--- config.mk ---
export PLATFORM = sky130hd
export DESIGN_NAME = fetch_unit
export DESIGN_NICKNAME = d
export VERILOG_FILES = /design/src/rtl/rv32i_pkg.sv /design/src/rtl/fetch_unit_bimm_decode.sv /design/src/rtl/fetch_unit.sv
export SDC_FILE = /design/constraint.sdc
export NUM_CORES = 1
export LEC_CHECK = 0
export BUFFER_PORTS_ARGS = -buffer_cell sky130_fd_sc_hd__buf_2
export CORE_MARGIN = 2
export CORE_UTILIZATION = 39
export CTS_CLUSTER_SIZE = 25
export DETAILED_ROUTE_END_ITERATION = 10
export PLACE_DENSITY_LB_ADDON = 0.05
export SYNTH_ARGS = -nofsm -noshare
export SYNTH_HDL_FRONTEND = slang
export SYNTH_SLANG_ARGS = --single-unit
export TNS_END_PERCENT = 1
--- constraint.sdc ---
create_clock -name clk -period 4.3 [get_ports clk]
set_input_delay 0.86 -clock clk [delete_from_list [all_inputs] [get_ports clk]]
set_output_delay 0.86 -clock clk [all_outputs]
set_load 0.1 [all_outputs]
--- src/rtl/rv32i_pkg.sv ---
// Shared RV32I constants and the fetch FSM state type.
package rv32i_pkg;

    localparam logic [6:0]  OP_BRANCH = 7'b1100011;
    localparam logic [31:0] NOP       = 32'h0000_0013;

    typedef enum logic [1:0] {
        REQ  = 2'd0,
        HOLD = 2'd1,
        DROP = 2'd2
    } fetch_state_e;

endpackage

--- src/rtl/fetch_unit_bimm_decode.sv ---
// B-type immediate extraction with sign extension, plus backward-branch detect.
module bimm_decode
    import rv32i_pkg::*;
(
    input  logic [31:0] instr_i,
    output logic [31:0] imm_o,
    output logic        bwd_branch_o
);

    logic unused_bits;

    assign imm_o        = {{20{instr_i[31]}}, instr_i[7], instr_i[30:25], instr_i[11:8], 1'b0};
    assign bwd_branch_o = (instr_i[6:0] == OP_BRANCH) && instr_i[31];
    assign unused_bits  = ^instr_i[24:12];

endmodule

--- src/rtl/fetch_unit.sv ---
// Instruction fetch stage: one outstanding imem request, stall hold, redirect with drop.
// Static backward-branch prediction is built only when FETCH_BRANCH_PREDICT_EN is defined.
module fetch_unit
    import rv32i_pkg::*;
#(
    parameter logic [31:0] RESET_PC = 32'h0000_0000
) (
    input  logic         clk,
    input  logic         rst,
    input  logic         stall,
    input  logic         redirect_en,
    input  logic [31:0]  redirect_pc,
    output logic         imem_req,
    output logic [31:0]  imem_addr,
    input  logic         imem_ack,
    input  logic [31:0]  imem_rdata,
    output logic         if_valid,
    output logic [31:0]  if_pc,
    output logic [31:0]  if_instr,
    output logic         if_pred_taken,
    output fetch_state_e dbg_state
);

    // imem handshake: imem_req stays high with imem_addr stable until imem_ack;
    // an ack is only honoured in a cycle where imem_req is high.
    fetch_state_e state_q, state_d;
    logic [31:0]  pc_q, pc_d, redir_q, redir_d;
    logic [31:0]  if_pc_q, if_pc_d, if_instr_q, if_instr_d;
    logic         if_valid_q, if_valid_d, pred_q, pred_d;
    logic         held, ack_ok, pred_hit;
    logic [31:0]  fetch_next, redirect_aligned;

    assign held             = if_valid_q && stall;
    assign imem_req         = !rst && (((state_q == REQ) && !held) || (state_q == DROP));
    assign imem_addr        = pc_q;
    assign ack_ok           = imem_req && imem_ack;
    assign redirect_aligned = redirect_pc & 32'hFFFF_FFFC;

`ifdef FETCH_BRANCH_PREDICT_EN
    logic [31:0] bimm;
    logic        bwd_branch;

    bimm_decode u_bimm_decode (
        .instr_i      (imem_rdata),
        .imm_o        (bimm),
        .bwd_branch_o (bwd_branch)
    );

    assign pred_hit   = bwd_branch;
    assign fetch_next = bwd_branch ? (pc_q + bimm) : (pc_q + 32'd4);
`else
    assign pred_hit   = 1'b0;
    assign fetch_next = pc_q + 32'd4;
`endif

    always_comb begin
        state_d    = state_q;
        pc_d       = pc_q;
        redir_d    = redir_q;
        if_valid_d = if_valid_q;
        if_pc_d    = if_pc_q;
        if_instr_d = if_instr_q;
        pred_d     = pred_q;
        if (redirect_en) begin
            if_valid_d = 1'b0;
            pred_d     = 1'b0;
            // An unacked request must complete at its old address before the jump.
            if (imem_req && !imem_ack) begin
                state_d = DROP;
                redir_d = redirect_aligned;
            end else begin
                state_d = REQ;
                pc_d    = redirect_aligned;
            end
        end else begin
            case (state_q)
                REQ: begin
                    if (held) begin
                        state_d = HOLD;
                    end else begin
                        if_valid_d = ack_ok;
                        pred_d     = ack_ok && pred_hit;
                        if (ack_ok) begin
                            if_pc_d    = pc_q;
                            if_instr_d = imem_rdata;
                            pc_d       = fetch_next;
                        end
                    end
                end
                HOLD: begin
                    if (!stall) begin
                        state_d    = REQ;
                        if_valid_d = 1'b0;
                    end
                end
                DROP: begin
                    if (imem_ack) begin
                        state_d = REQ;
                        pc_d    = redir_q;
                    end
                end
                default: state_d = REQ;
            endcase
        end
    end

    always_ff @(posedge clk or posedge rst) begin
        if (rst) begin
            state_q    <= REQ;
            pc_q       <= RESET_PC;
            redir_q    <= RESET_PC;
            if_valid_q <= 1'b0;
            if_pc_q    <= 32'h0000_0000;
            if_instr_q <= NOP;
            pred_q     <= 1'b0;
        end else begin
            state_q    <= state_d;
            pc_q       <= pc_d;
            redir_q    <= redir_d;
            if_valid_q <= if_valid_d;
            if_pc_q    <= if_pc_d;
            if_instr_q <= if_instr_d;
            pred_q     <= pred_d;
        end
    end

    assign if_valid      = if_valid_q;
    assign if_pc         = if_pc_q;
    assign if_instr      = if_instr_q;
    assign if_pred_taken = pred_q;
    assign dbg_state     = state_q;

endmodule

==> qor.yml <==
postCtsSetupBuffers: 0
gr-total-overflow: 0
dp_slack_ns: 1.48
p_sw_mw: 2.88
ys_seq_area_share_pct: 53.3
max_freq_ghz: 0.355
synth_cells: 523
die_height_um: 127
utilization_pct: 51.0
power_leakage_nw: 3.46
cts_inserted_buffers: 17
hold_buffers: 0
grtUsageTotal_pct: 19.7
start_util_pct: 40.1
placed_cells: 843
maxSlewViolCount: 0
initialDrtViolationCount: 332
synth_area_sq_um: 5870
intPower_mw: 2.90
diodes: 0
placed_area_sq_um: 6860
drtAntennaViolNets: 0
numPortBuffers: 162
numClockSinks: 125
syn2layout_area_growth_pct: 27.2
finalNonFillerCells: 875
grt_pass1_wl_um: 24600
drtPass1Iterations: 5
cp_cell_sequence: "buf_2 -> nand2_1 -> o21ai_0 -> inv_1 -> buf_2"
drive_above_1_share_pct: 43.8
power.share.sequential_pct: 29.7
end_kind: "output port"
finalSetupTns_ns: 0
clkTransAtPathRegs_ns: 0.06
grt_pass1_vias: 4709
grt_max_degree: 78
io_pins: 170
synth_flop_cell: "dfrtp_1"
drv_cap: 0
synth-seq-cells: 125
synth-edff-count: 0
power_frac_comb_pct: 45.2
routed_wl_um: 15300
crit_type: "in -> out"
die_w_um: 127
synth_common_cells: "dfrtp_1 (122), mux2_2 (91), nor2_1 (43)"
crit_top_cell: "buf_2"
slew_headroom_pct: 36.3
core-area_sq_um: 14600
fin_nets: 748
synth.avg_cell_area_sq_um: 11.2
ys_warn_count: 0
p_clk_share_pct: 25.1
hold_slack_ns: 0.482
yosys.area.top_type: "dfrtp_1"
fillers: 1376
final-setup-viol-count: 0
power_density_nw_per_um2: 774
critical_path_required_ns: 3.44
antenna_found_initial: 1
finalPower_mw: 5.78
cp_slowest_cell: "o21ai_0"
hp-class: "reg -> reg"
startpoint_type: "input port"
dp_hpwl_um: 10400
swShare_pct: 49.8
cpPeakStageDelay_ns: 0.48
cts_resized: 0
synth.top_cell.area_share_pct: 52.0
h-tree-depth: 4
gp_congestion: 0.754
post-route-drc-count: 0
tightest_slew_ns: 0.956
cp_max_fo: 5
synthDistinctLibCells: 55
rsz0062_at_grt: "no"
root_buffer: "clkbuf_16"
fin_ws_ns: 1.49
dieArea_sq_um: 16100
arrival_ns: 1.95
finalCriticalPeriod_ns: 2.81
ir_worst_vdd_v: 0.000494
cts_buffer_depth: 2
period_share_pct: 65.4
fin_area_sq_um: 7470
num_vias: 4662
wl_per_cell_um: 17.5
synth_async_sr_flop_share_pct: 100
status: "finished, final reports clean"
clk_latency_ns: 0.41
cts_tree: "built"
synth.area.top_cells: "dfrtp_1 (52%), mux2_2 (17%), nor2_1 (2.7%)"
r2r_slack_ns: 1.95
via_per_inst: 5.33
skew_ns: 0.00898
synth.most_common_cell: "dfrtp_1"
hold_viol: 0
rows: 44
-- state kept, by name, indices dropped and copies added (netlist names) --
name       cells
if_instr      32
if_pc         30
imem_addr     30
redir_q       30
dbg_state      2
if_valid       1
-- cell type report --
class	instances	area, sq um	share of cell area, %
sequential	125	3130	41.9
multi-input combinational	357	2580	34.5
timing repair buffer	171	891	11.9
clock buffer	26	529	7.09
tap	184	230	3.08
clock inverter	6	80.1	1.07
inverter	6	25.0	0.335
-- power by group through the flow --
stage	Clock (mW)	Sequential [mW]	Combinational, mW
2_1_floorplan	0	3.42	0.496
3_3_place_gp	0	1.72	2.61
3_5_place_dp	0	1.73	2.63
4_1_cts	1.48	1.72	2.63
5_1_grt	1.55	1.77	2.70
6_report	1.45	1.71	2.61
-- worst max-delay path, delay by kind of cell --
kind | cells | cell delay, ns
and+or+nand+nor | 1 | 0.05
AOI/OAI and AO/OA | 1 | 0.48
buffers and inverters | 3 | 0.56
-- layout by cell type, fill, tap and decap left out, types with 4 or more instances in the layout --
| cell type | netlist | routed |
|---|---|---|
| a211o_1 | 5 | 5 |
| a211oi_1 | 9 | 9 |
| a21oi_1 | 21 | 20 |
| a221oi_1 | 4 | 4 |
| a22oi_1 | 6 | 6 |
| a31oi_1 | 7 | 7 |
| and3_1 | 9 | 9 |
| buf_2 | 4 | 162 |
| buf_4 | 5 | 8 |
| clkbuf_16 | 0 | 17 |
| clkbuf_8 | 0 | 7 |
| clkinv_2 | 0 | 4 |
| conb_1 | 1 | 5 |
| dfrtp_1 | 122 | 122 |
| inv_1 | 5 | 4 |
| mux2_2 | 91 | 91 |
| nand2_1 | 39 | 39 |
| nand3_1 | 13 | 12 |
| nand4_1 | 9 | 9 |
| nor2_1 | 43 | 43 |
| nor3_1 | 9 | 9 |
| o211ai_1 | 6 | 6 |
| o21ai_0 | 31 | 31 |
| xnor2_1 | 4 | 4 |
| xor2_1 | 7 | 7 |
-- per-layer routing --
layer	routed length [um]	global-route usage (%)	part of all wire [%]	vias up
li1	-	-	-	2199
met1	6550	26.0	43	2290
met2	7480	31.4	49	158
met3	1150	6.37	7.5	13
met4	132	5.43	0.86	2
met5	13	0	0.085	-
-- worst paths after layout --
| path | start | endpoint | depth (start not counted) |
|---|---|---|---|
| max | stall | imem_req | 5 |
| min | if_pc[18] | if_pc[18] | 2 |
| max reg2reg | imem_addr[2] | imem_addr[22] | 6 |
| min reg2reg | if_pc[18] | if_pc[18] | 2 |
| max in group asynchronous | rst | redir_q[15] | 3 |
| min in group asynchronous | rst | dbg_state[1] | 2 |
-- cell families (layout without fill, tap and decap cells) --
family          after synthesis  count (layout)  synth area share (%)
compound gates              107             107                  12.0
xor+xnor                     11              11                  1.64
fa+ha+maj                     1               1                 0.213
buf+inv                      45             209                  3.30
flops                       125             125                  53.3
mux                          93              93                  17.8
other cells                   1               5                0.0639
simple gates                140             140                  11.7
No activity file was read; power rests on OpenSTA's default activity.
